File: src/rtl/clock_div_gen_if.sv
// -----------------------------------------------------------------------------
// clock_div_gen_if
// Purpose : bundles the configuration, enable/gate and clock/status signals of
//           the multi-channel programmable clock generator.
// Params  : NUM_CH  - number of output clock channels (1..16)
//           DIV_W   - width of the half-period count
//           PHASE_W - width of the start phase offset
// Signals : cfg_wr/cfg_ch/cfg_half_div/cfg_phase - config write (master -> slave)
//           cfg_err                               - rejected write pulse
//           ch_en/gate_en                         - per-channel run enable / gate
//           ch_clk/ch_active                      - divided clocks / channel busy
//           evt_cfg_done/evt_gate                 - optional event pulses
// Modports: master (drives config/enables), slave (the generator).
// -----------------------------------------------------------------------------
interface clock_div_gen_if #(
    parameter int NUM_CH  = 4,
    parameter int DIV_W   = 8,
    parameter int PHASE_W = 8
);
    localparam int CH_W = (NUM_CH > 1) ? $clog2(NUM_CH) : 1;

    logic                cfg_wr;
    logic [CH_W-1:0]     cfg_ch;
    logic [DIV_W-1:0]    cfg_half_div;
    logic [PHASE_W-1:0]  cfg_phase;
    logic                cfg_err;
    logic [NUM_CH-1:0]   ch_en;
    logic [NUM_CH-1:0]   gate_en;
    logic [NUM_CH-1:0]   ch_clk;
    logic [NUM_CH-1:0]   ch_active;
    logic [NUM_CH-1:0]   evt_cfg_done;
    logic [NUM_CH-1:0]   evt_gate;

    modport master (
        output cfg_wr, cfg_ch, cfg_half_div, cfg_phase, ch_en, gate_en,
        input  cfg_err, ch_clk, ch_active, evt_cfg_done, evt_gate
    );

    modport slave (
        input  cfg_wr, cfg_ch, cfg_half_div, cfg_phase, ch_en, gate_en,
        output cfg_err, ch_clk, ch_active, evt_cfg_done, evt_gate
    );
endinterface

File: src/rtl/clock_div_gen.sv
// -----------------------------------------------------------------------------
// clock_div_gen
// Purpose : derives NUM_CH divided clocks from CLOCK. Each channel has a
//           programmable half period, a start phase offset and a glitch-free
//           gate. Divide-ratio changes are applied only at the raw 1->0 period
//           boundary so no pulse is ever truncated.
// Ports   : CLOCK - source clock (rising edge)
//           RESET - asynchronous, active-high reset
//           bus   - clock_div_gen_if.slave (config, enables, clocks, events)
// Option  : CLOCK_DIV_GEN_EVT_EN - builds evt_cfg_done / evt_gate pulses;
//           when undefined those outputs are tied low.
// -----------------------------------------------------------------------------
module clock_div_gen #(
    parameter int NUM_CH  = 4,
    parameter int DIV_W   = 8,
    parameter int PHASE_W = 8
) (
    input  logic           CLOCK,
    input  logic           RESET,
    clock_div_gen_if.slave bus
);
    localparam int CH_W  = (NUM_CH > 1) ? $clog2(NUM_CH) : 1;
    localparam int CNT_W = (DIV_W > PHASE_W) ? DIV_W : PHASE_W;
    localparam logic [CH_W:0] NUM_CH_L = (CH_W + 1)'(NUM_CH);

    typedef enum logic [1:0] {
        ST_IDLE  = 2'd0,
        ST_PHASE = 2'd1,
        ST_RUN   = 2'd2
    } state_t;

    logic              w_wr_ok;
    logic              w_wr_bad;
    logic              r_cfg_err;
    logic [NUM_CH-1:0] w_clk_v;
    logic [NUM_CH-1:0] w_active_v;
    logic [NUM_CH-1:0] w_evt_cfg_v;
    logic [NUM_CH-1:0] w_evt_gate_v;

    // Config write legality: non-zero half period and an existing channel.
    always_comb begin
        w_wr_ok  = bus.cfg_wr & ({1'b0, bus.cfg_ch} < NUM_CH_L)
                 & (bus.cfg_half_div != {DIV_W{1'b0}});
        w_wr_bad = bus.cfg_wr & ~w_wr_ok;
    end

    // Rejected-write pulse, one cycle after the offending strobe.
    always_ff @(posedge CLOCK or posedge RESET) begin
        if (RESET) r_cfg_err <= 1'b0;
        else       r_cfg_err <= w_wr_bad;
    end

    for (genvar gi = 0; gi < NUM_CH; gi++) begin : g_ch
        state_t             r_state, w_state_nxt;
        logic [CNT_W-1:0]   r_cnt, w_cnt_nxt, w_half_m1, w_phase_m1;
        logic               r_raw, w_raw_nxt, w_copy, w_sel;
        logic               r_gate_q, w_gate_nxt, w_gate_ld;
        logic               r_clk, r_active, w_active_nxt;
        logic [DIV_W-1:0]   r_sh_half, r_act_half;
        logic [PHASE_W-1:0] r_sh_phase, r_act_phase;

        // Channel select and terminal counts derived from the active config.
        always_comb begin
            w_sel      = w_wr_ok & (bus.cfg_ch == CH_W'(gi));
            w_half_m1  = CNT_W'(r_act_half) - CNT_W'(1'b1);
            w_phase_m1 = CNT_W'(r_act_phase) - CNT_W'(1'b1);
        end

        // FSM state register with divider counter and raw divided clock.
        always_ff @(posedge CLOCK or posedge RESET) begin
            if (RESET) begin
                r_state <= ST_IDLE;
                r_cnt   <= {CNT_W{1'b0}};
                r_raw   <= 1'b0;
            end else begin
                r_state <= w_state_nxt;
                r_cnt   <= w_cnt_nxt;
                r_raw   <= w_raw_nxt;
            end
        end

        // FSM next state; w_copy marks every shadow->active transfer.
        always_comb begin
            w_state_nxt = r_state;
            w_cnt_nxt   = r_cnt;
            w_raw_nxt   = r_raw;
            w_copy      = 1'b0;
            case (r_state)
                ST_IDLE: begin
                    w_cnt_nxt = {CNT_W{1'b0}};
                    w_raw_nxt = 1'b0;
                    if (bus.ch_en[gi]) begin
                        w_copy = 1'b1;
                        // A zero phase starts the high half immediately.
                        if (r_sh_phase == {PHASE_W{1'b0}}) begin
                            w_state_nxt = ST_RUN;
                            w_raw_nxt   = 1'b1;
                        end else begin
                            w_state_nxt = ST_PHASE;
                        end
                    end else begin
                        w_state_nxt = ST_IDLE;
                    end
                end
                ST_PHASE: begin
                    if (!bus.ch_en[gi]) begin
                        w_state_nxt = ST_IDLE;
                        w_cnt_nxt   = {CNT_W{1'b0}};
                    end else if (r_cnt == w_phase_m1) begin
                        w_state_nxt = ST_RUN;
                        w_cnt_nxt   = {CNT_W{1'b0}};
                        w_raw_nxt   = 1'b1;
                    end else begin
                        w_cnt_nxt = r_cnt + CNT_W'(1'b1);
                    end
                end
                ST_RUN: begin
                    if (!bus.ch_en[gi] && !r_raw) begin
                        w_state_nxt = ST_IDLE;
                        w_cnt_nxt   = {CNT_W{1'b0}};
                    end else if (r_cnt == w_half_m1) begin
                        w_cnt_nxt = {CNT_W{1'b0}};
                        w_raw_nxt = ~r_raw;
                        // Falling raw edge is the period boundary.
                        if (r_raw) begin
                            w_copy      = 1'b1;
                            w_state_nxt = bus.ch_en[gi] ? ST_RUN : ST_IDLE;
                        end else begin
                            w_state_nxt = ST_RUN;
                        end
                    end else begin
                        w_cnt_nxt = r_cnt + CNT_W'(1'b1);
                    end
                end
                default: begin
                    w_state_nxt = ST_IDLE;
                    w_cnt_nxt   = {CNT_W{1'b0}};
                    w_raw_nxt   = 1'b0;
                end
            endcase
        end

        // Outputs: gate only moves while raw is low now and next cycle.
        always_comb begin
            w_gate_ld    = ~r_raw & ~w_raw_nxt;
            w_gate_nxt   = w_gate_ld ? bus.gate_en[gi] : r_gate_q;
            w_active_nxt = (w_state_nxt != ST_IDLE);
        end

        // Registered gate, gated clock and active flag.
        always_ff @(posedge CLOCK or posedge RESET) begin
            if (RESET) begin
                r_gate_q <= 1'b1;
                r_clk    <= 1'b0;
                r_active <= 1'b0;
            end else begin
                r_gate_q <= w_gate_nxt;
                r_clk    <= r_raw & r_gate_q;
                r_active <= w_active_nxt;
            end
        end

        // Shadow (written any time) and active (loaded on w_copy) config.
        always_ff @(posedge CLOCK or posedge RESET) begin
            if (RESET) begin
                r_sh_half   <= DIV_W'(1'b1);
                r_sh_phase  <= {PHASE_W{1'b0}};
                r_act_half  <= DIV_W'(1'b1);
                r_act_phase <= {PHASE_W{1'b0}};
            end else begin
                if (w_sel) begin
                    r_sh_half  <= bus.cfg_half_div;
                    r_sh_phase <= bus.cfg_phase;
                end
                // Nonblocking: a write in the copy cycle waits for the next copy.
                if (w_copy) begin
                    r_act_half  <= r_sh_half;
                    r_act_phase <= r_sh_phase;
                end
            end
        end

        assign w_clk_v[gi]    = r_clk;
        assign w_active_v[gi] = r_active;

`ifdef CLOCK_DIV_GEN_EVT_EN
        logic r_pend, r_evt_cfg, r_evt_gate;

        // Pending-write tracking and event pulses.
        always_ff @(posedge CLOCK or posedge RESET) begin
            if (RESET) begin
                r_pend     <= 1'b0;
                r_evt_cfg  <= 1'b0;
                r_evt_gate <= 1'b0;
            end else begin
                if (w_sel)       r_pend <= 1'b1;
                else if (w_copy) r_pend <= 1'b0;
                else             r_pend <= r_pend;
                r_evt_cfg  <= w_copy & r_pend;
                r_evt_gate <= w_gate_nxt ^ r_gate_q;
            end
        end

        assign w_evt_cfg_v[gi]  = r_evt_cfg;
        assign w_evt_gate_v[gi] = r_evt_gate;
`else
        assign w_evt_cfg_v[gi]  = 1'b0;
        assign w_evt_gate_v[gi] = 1'b0;
`endif
    end

    assign bus.cfg_err      = r_cfg_err;
    assign bus.ch_clk       = w_clk_v;
    assign bus.ch_active    = w_active_v;
    assign bus.evt_cfg_done = w_evt_cfg_v;
    assign bus.evt_gate     = w_evt_gate_v;
endmodule

File: src/flat_wrapper.sv
// flat-port wrapper written by rule: the top's interface ports become plain ports
module clock_div_gen_flat 
#(
    parameter int NUM_CH  = 4,
    parameter int DIV_W   = 8,
    parameter int PHASE_W = 8
)
  (CLOCK, RESET, bus_cfg_wr, bus_cfg_ch, bus_cfg_half_div, bus_cfg_phase, bus_ch_en, bus_gate_en, bus_cfg_err, bus_ch_clk, bus_ch_active, bus_evt_cfg_done, bus_evt_gate);
  clock_div_gen_if #(.NUM_CH(NUM_CH), .DIV_W(DIV_W), .PHASE_W(PHASE_W)) bus_i ();
  input  logic CLOCK;
  input  logic RESET;
  input wire logic [$bits(bus_i.cfg_wr)-1:0] bus_cfg_wr;
  input wire logic [$bits(bus_i.cfg_ch)-1:0] bus_cfg_ch;
  input wire logic [$bits(bus_i.cfg_half_div)-1:0] bus_cfg_half_div;
  input wire logic [$bits(bus_i.cfg_phase)-1:0] bus_cfg_phase;
  input wire logic [$bits(bus_i.ch_en)-1:0] bus_ch_en;
  input wire logic [$bits(bus_i.gate_en)-1:0] bus_gate_en;
  output wire logic [$bits(bus_i.cfg_err)-1:0] bus_cfg_err;
  output wire logic [$bits(bus_i.ch_clk)-1:0] bus_ch_clk;
  output wire logic [$bits(bus_i.ch_active)-1:0] bus_ch_active;
  output wire logic [$bits(bus_i.evt_cfg_done)-1:0] bus_evt_cfg_done;
  output wire logic [$bits(bus_i.evt_gate)-1:0] bus_evt_gate;
  assign bus_i.cfg_wr = bus_cfg_wr;
  assign bus_i.cfg_ch = bus_cfg_ch;
  assign bus_i.cfg_half_div = bus_cfg_half_div;
  assign bus_i.cfg_phase = bus_cfg_phase;
  assign bus_i.ch_en = bus_ch_en;
  assign bus_i.gate_en = bus_gate_en;
  assign bus_cfg_err = bus_i.cfg_err;
  assign bus_ch_clk = bus_i.ch_clk;
  assign bus_ch_active = bus_i.ch_active;
  assign bus_evt_cfg_done = bus_i.evt_cfg_done;
  assign bus_evt_gate = bus_i.evt_gate;
  clock_div_gen #(.NUM_CH(NUM_CH), .DIV_W(DIV_W), .PHASE_W(PHASE_W)) u_core (.CLOCK(CLOCK), .RESET(RESET), .bus(bus_i));
endmodule
File: config.mk
export PLATFORM = sky130hd
export DESIGN_NAME = clock_div_gen_flat
export DESIGN_NICKNAME = d
export VERILOG_FILES = /design/src/rtl/clock_div_gen_if.sv /design/src/rtl/clock_div_gen.sv /design/src/flat_wrapper.sv
export SDC_FILE = /design/constraint.sdc
export NUM_CORES = 1
export LEC_CHECK = 0
export CAP_MARGIN = 5
export CORE_AREA = 2 2 213 163
export CTS_CLUSTER_SIZE = 25
export DETAILED_ROUTE_END_ITERATION = 12
export DIE_AREA = 0 0 215 165
export GPL_TIMING_DRIVEN = 0
export PLACE_DENSITY = 0.51
export SLEW_MARGIN = 20
export SYNTH_ARGS = -nofsm -noshare
export SYNTH_HDL_FRONTEND = slang
export SYNTH_SLANG_ARGS = --single-unit
File: constraint.sdc
create_clock -name CLOCK -period 18.59 [get_ports CLOCK]
set_input_delay 2.7885 -clock CLOCK [delete_from_list [all_inputs] [get_ports CLOCK]]
set_output_delay 2.7885 -clock CLOCK [all_outputs]
set_load 0.01 [all_outputs]
## After elaboration in Yosys (flattened, before gate mapping)

Cells that the tools add are included.

- Bits in read-only memories: 0
- Register bits after elaboration: 185
- Memories: 0
- Output and inout bits: 17
- Latch bits: 0
- Bits in writable memories: 0

- Equal/unequal tests: 19
- $lt $le $gt $ge: 0
- Bitwise logic cells: 23
- Div/mod/pow operators: 0
- Add/sub/neg operators: 12
- $mul: 0
- Reductions and logical operators: 26
- Mux-type cells: 104
- Shifts and indexed selects: 0

Operators by type and width:

| cell | count |
|---|---|
| 8-bit two-way mux | 16 |
| 8-bit equality test | 8 |
| 2-bit two-way mux | 32 |
| 8-bit one-hot mux with 2 select lines | 4 |
| 8-bit by 1-bit subtractor with 8-bit output, second input constant | 8 |
| 1-bit two-way mux | 40 |
| 8-bit by 1-bit adder with 8-bit output, second input constant | 4 |
| 8-bit logical NOT | 4 |
| 2-bit one-hot mux with 3 select lines | 4 |
| 1-bit AND | 14 |
| 2-bit equality test, second input constant | 6 |
| 1-bit one-hot mux with 3 select lines | 4 |
| 2-bit by 1-bit equality test with 1-bit output, second input constant | 5 |
| 2-bit logical NOT | 5 |
| 1-bit inverter | 9 |
| 1-bit logical NOT | 8 |
| 1-bit one-hot mux with 2 select lines | 4 |
| 2-bit nonzero test | 4 |
| 8-bit nonzero test | 1 |
| 1-bit logical AND | 4 |

## Depth between registers and ports, before layout

- Depth in word-level cells: 7
- Mapped depth: 14
- Gate-level depth less buffers: 12

## Worst setup path after synthesis

No wires, ideal clock.

- Kind: input port to flip-flop
- Start: input port bus_cfg_half_div[6]
- End: register u_core.g_ch[0].r_sh_half[1]
- Arrival time: 4.253 ns
- Required time: 18.465 ns
- Library setup time: 0.125 ns
- Buffers on the path: 1
- Stages: 6
- Setup slack: 14.212 ns
- Path through: nor4_1 nand2_1 nand2_1 nor3_1 clkbuf_1 mux2_2

- Longest elaborated chain between the ends: 3

Ends and longest elaborated chain:

| element | RTL line | text |
|---|---|---|
| from (decl) | flat_wrapper.sv:14 | `input wire logic [$bits(bus_i.cfg_half_div)-1:0] bus_cfg_half_div;` |
| 8-bit nonzero test | clock_div_gen.sv:43 | `& (bus.cfg_half_div != {DIV_W{1'b0}});` |
| 1-bit AND | clock_div_gen.sv:43 |  |
| 1-bit AND | clock_div_gen.sv:64 | `w_sel = w_wr_ok & (bus.cfg_ch == CH_W'(gi));` |
| to (signal assigned) | clock_div_gen.sv:166 | `r_sh_half <= DIV_W'(1'b1);` |
| to (signal assigned) | clock_div_gen.sv:172 | `r_sh_half <= bus.cfg_half_div;` |
| to (decl) | clock_div_gen.sv:59 | `logic [DIV_W-1:0] r_sh_half, r_act_half;` |

No other way between the ends.
A chain may end at the register's enable or synchronous reset.

## Final worst setup path

- Start: input port bus_cfg_half_div[2]
- End: register u_core.g_ch[0].r_sh_half[4]

Same word-level chain as after synthesis.

==> qor.txt <==
Die Span Y - 165 um
Synthesized area - 9910 um2
Dpl cells - 1416
# rows - 58
Full die area - 35500 um2
Via density - 4.71
WHS - 482 ps
Peak supply drop - 0.0000557 V
Clk slew on worst S/H paths - 80 ps
Finish-stage setup viols - 0
Syn Area/Cell - 10.8 um2
Hpwl dp - 15600 um
Worst setup margin - 13450 ps
Commonest non-fill, non-tap cell in the layout - dfrtp_1
Pre-Repair DR Iteration Count - 4
GP Congestion - 0.813
Die W - 215 um
CTS Buf Count - 17
Total Routing Usage GR - 12.8%
Antenna-violating nets left - 0
Yosys warns - 0
Vias in the first global route - 6673
Largest net degree at the start of global routing - 103
Setup Skew - 7.36 ps
Number of synthesized flops with an enable pin - 0
Hold_buf cts - 0
Area of the core - 33200 um2
Area growth syn-to-layout - 15.9%
First-pass GRT wire length - 35800 um
Sequential cell area fraction in the yosys report - 46.9%
Total Wirelength - 21700 um
Async SR Flop Fraction - 100%
H-tree levels - 4
CTS sink cnt - 185
Final core utilization - 34.6%
Initial DRC count - 395
Most frequent cells in the layout - dfrtp_1 (173), mux2_2 (115), nor2_1 (64)
DRC - 0
Clock root buffer - clkbuf_16
Resize count post-CTS - 0
Fraction of layout cells with a size suffix above 1 - 19.3%
Worst min-delay path class - reg2reg
Reg2reg setup slack - 14680 ps
Final instance area - 11500 um2
Crit Path Category - in2reg
Fillcell total - 3376
Post-CTS Setup Repair Bufs - 0
Pins Over Slew Limit - 0
Final Power - 1.33 mW
Post-Synthesis Cells - 922
Final Non-Filler Cells - 1450
Slew headroom - 35.4%
Top_reg_cell synth - dfrtp_1
Synthesized flop and latch total - 185
Port Buf Inserts - 36
Final period util - 27.7%
Nets - 1046
F_max - 0.194 GHz
Crit end category - flip-flop
Post-DP Area - 10900 um2
IO Pins - 46
Leak - 4.79 nW
Worst setup SP type - primary input
Crit path DAT - 5480 ps
CTS tree - yes
CP max FO - 10
RSZ-0062 raised after global routing - no
Worst endpoint required time - 18930 ps
Pre-CTS WS - 13000 ps
Vias - 6823
Routed length per instance - 14.9 um
Remaining global-route overflow - 0
Post-synth cell types - 70
Tightest Pin Transition - 962 ps
CTS max path bufs - 2
Final setup TNS - 0 ps
Hold Vio Cnt, Final - 0
Minimum clock period - 5140 ps
Power per cell area - 116 nW/um2
Max-cap violations - 0
Outcome - completed
Initial antenna violation count - 1
Worst skew pair latency - 450 ps
Initial Utilization - 29.8%
final cells by class:
| type | count | area (um2) | share of cell area [%] |
|---|---|---|---|
| Antenna cell | 2 | 5.00 | 0.0436 |
| Tap cell | 450 | 563 | 4.90 |
| Buffer | 40 | 211 | 1.84 |
| Sequential cell | 185 | 4640 | 40.4 |
| Clock buffer | 22 | 484 | 4.21 |
| Clock inverter | 10 | 104 | 0.904 |
| Multi-Input combinational cell | 663 | 4930 | 42.9 |
| Timing Repair Buffer | 37 | 388 | 3.38 |
| Inverter | 41 | 161 | 1.40 |
cells in the mapped netlist (all sizes together) (19+ instances only):
cell | instances | area share, %
nand3 | 33 | 1.7
nor2 | 65 | 2.5
buf | 19 | 1.3
xnor2 | 51 | 4.5
mux2 | 115 | 13
o21ai | 38 | 1.9
inv | 41 | 1.6
dfrtp | 173 | 44
a21oi | 22 | 1.1
nand2 | 54 | 2.0
clkbuf | 21 | 0.80
nor3 | 21 | 1.1
xor2 | 51 | 4.5
ha | 32 | 4.0
state kept, by name (all words and copies together), names as in the netlist, 4 cells and up:
signal,flops
u_core.g_ch.r_act_half,32
u_core.g_ch.r_act_phase,32
u_core.g_ch.r_active,4
u_core.g_ch.r_clk,4
u_core.g_ch.r_cnt,32
u_core.g_ch.r_gate_q,4
u_core.g_ch.r_raw,4
u_core.g_ch.r_sh_half,32
u_core.g_ch.r_sh_phase,32
u_core.g_ch.r_state,8
cell families (layout without fill, tap and decap cells):
group | count (synthesis) | after routing | share of synthesized area (%)
adders and majority gates | 33 | 33 | 4.14
other | 1 | 10 | 0.0378
and+or+nand+nor | 276 | 276 | 14.3
AOI/OAI and AO/OA | 128 | 128 | 8.77
muxes | 116 | 116 | 13.2
xor gates and xnor gates | 102 | 102 | 9.01
DFF | 185 | 185 | 46.9
buffers and inverters | 81 | 150 | 3.69
per-layer routing:
| metal | routed length [um] | vias up | GRT usage, % |
|---|---|---|---|
| li1 | - | 3348 | - |
| met1 | 12000 | 3385 | 19.5 |
| met2 | 8780 | 70 | 18.2 |
| met3 | 587 | 20 | 2.39 |
| met4 | 279 | 0 | 4.04 |
| met5 | 0 | - | 0 |
path summary, 6_finish.rpt:
kind,startpoint,to,cells after the start
worst max-delay path,bus_cfg_half_div[2],u_core.g_ch[0].r_sh_half[4]$_DFFE_PP0P_,7
worst max register to register,u_core.g_ch[0].r_act_half[0]$_DFFE_PP1P_,u_core.g_ch[0].r_act_phase[7]$_DFFE_PP0P_,11
worst min-delay path,u_core.g_ch[0].r_sh_half[1]$_DFFE_PP0P_,u_core.g_ch[0].r_act_half[1]$_DFFE_PP0P_,2
min in group asynchronous,RESET,u_core.g_ch[0].r_clk$_DFF_PP0_,2
max in group asynchronous,RESET,u_core.g_ch[3].r_sh_half[0]$_DFFE_PP1P_,3
worst min register to register,u_core.g_ch[0].r_sh_half[1]$_DFFE_PP0P_,u_core.g_ch[0].r_act_half[1]$_DFFE_PP0P_,2
critical path: stages:
cell,delay [ps]
clkdlybuf4s50_1,720
nor4_1,130
nand2_1,120
nand2_1,80
nor3_1,740
clkbuf_1,500
mux2_2,400
where the power goes:
| part | leakage, nW | internal [mW] | switching, mW |
|---|---|---|---|
| Combinational | 2.21 | 0.197 | 0.172 |
| Sequential | 2.29 | 0.494 | 0.0947 |
| Clock | 0.289 | 0.202 | 0.169 |
| Total | 4.79 | 0.893 | 0.436 |
Note: power is estimated with default switching activity, not from simulation.
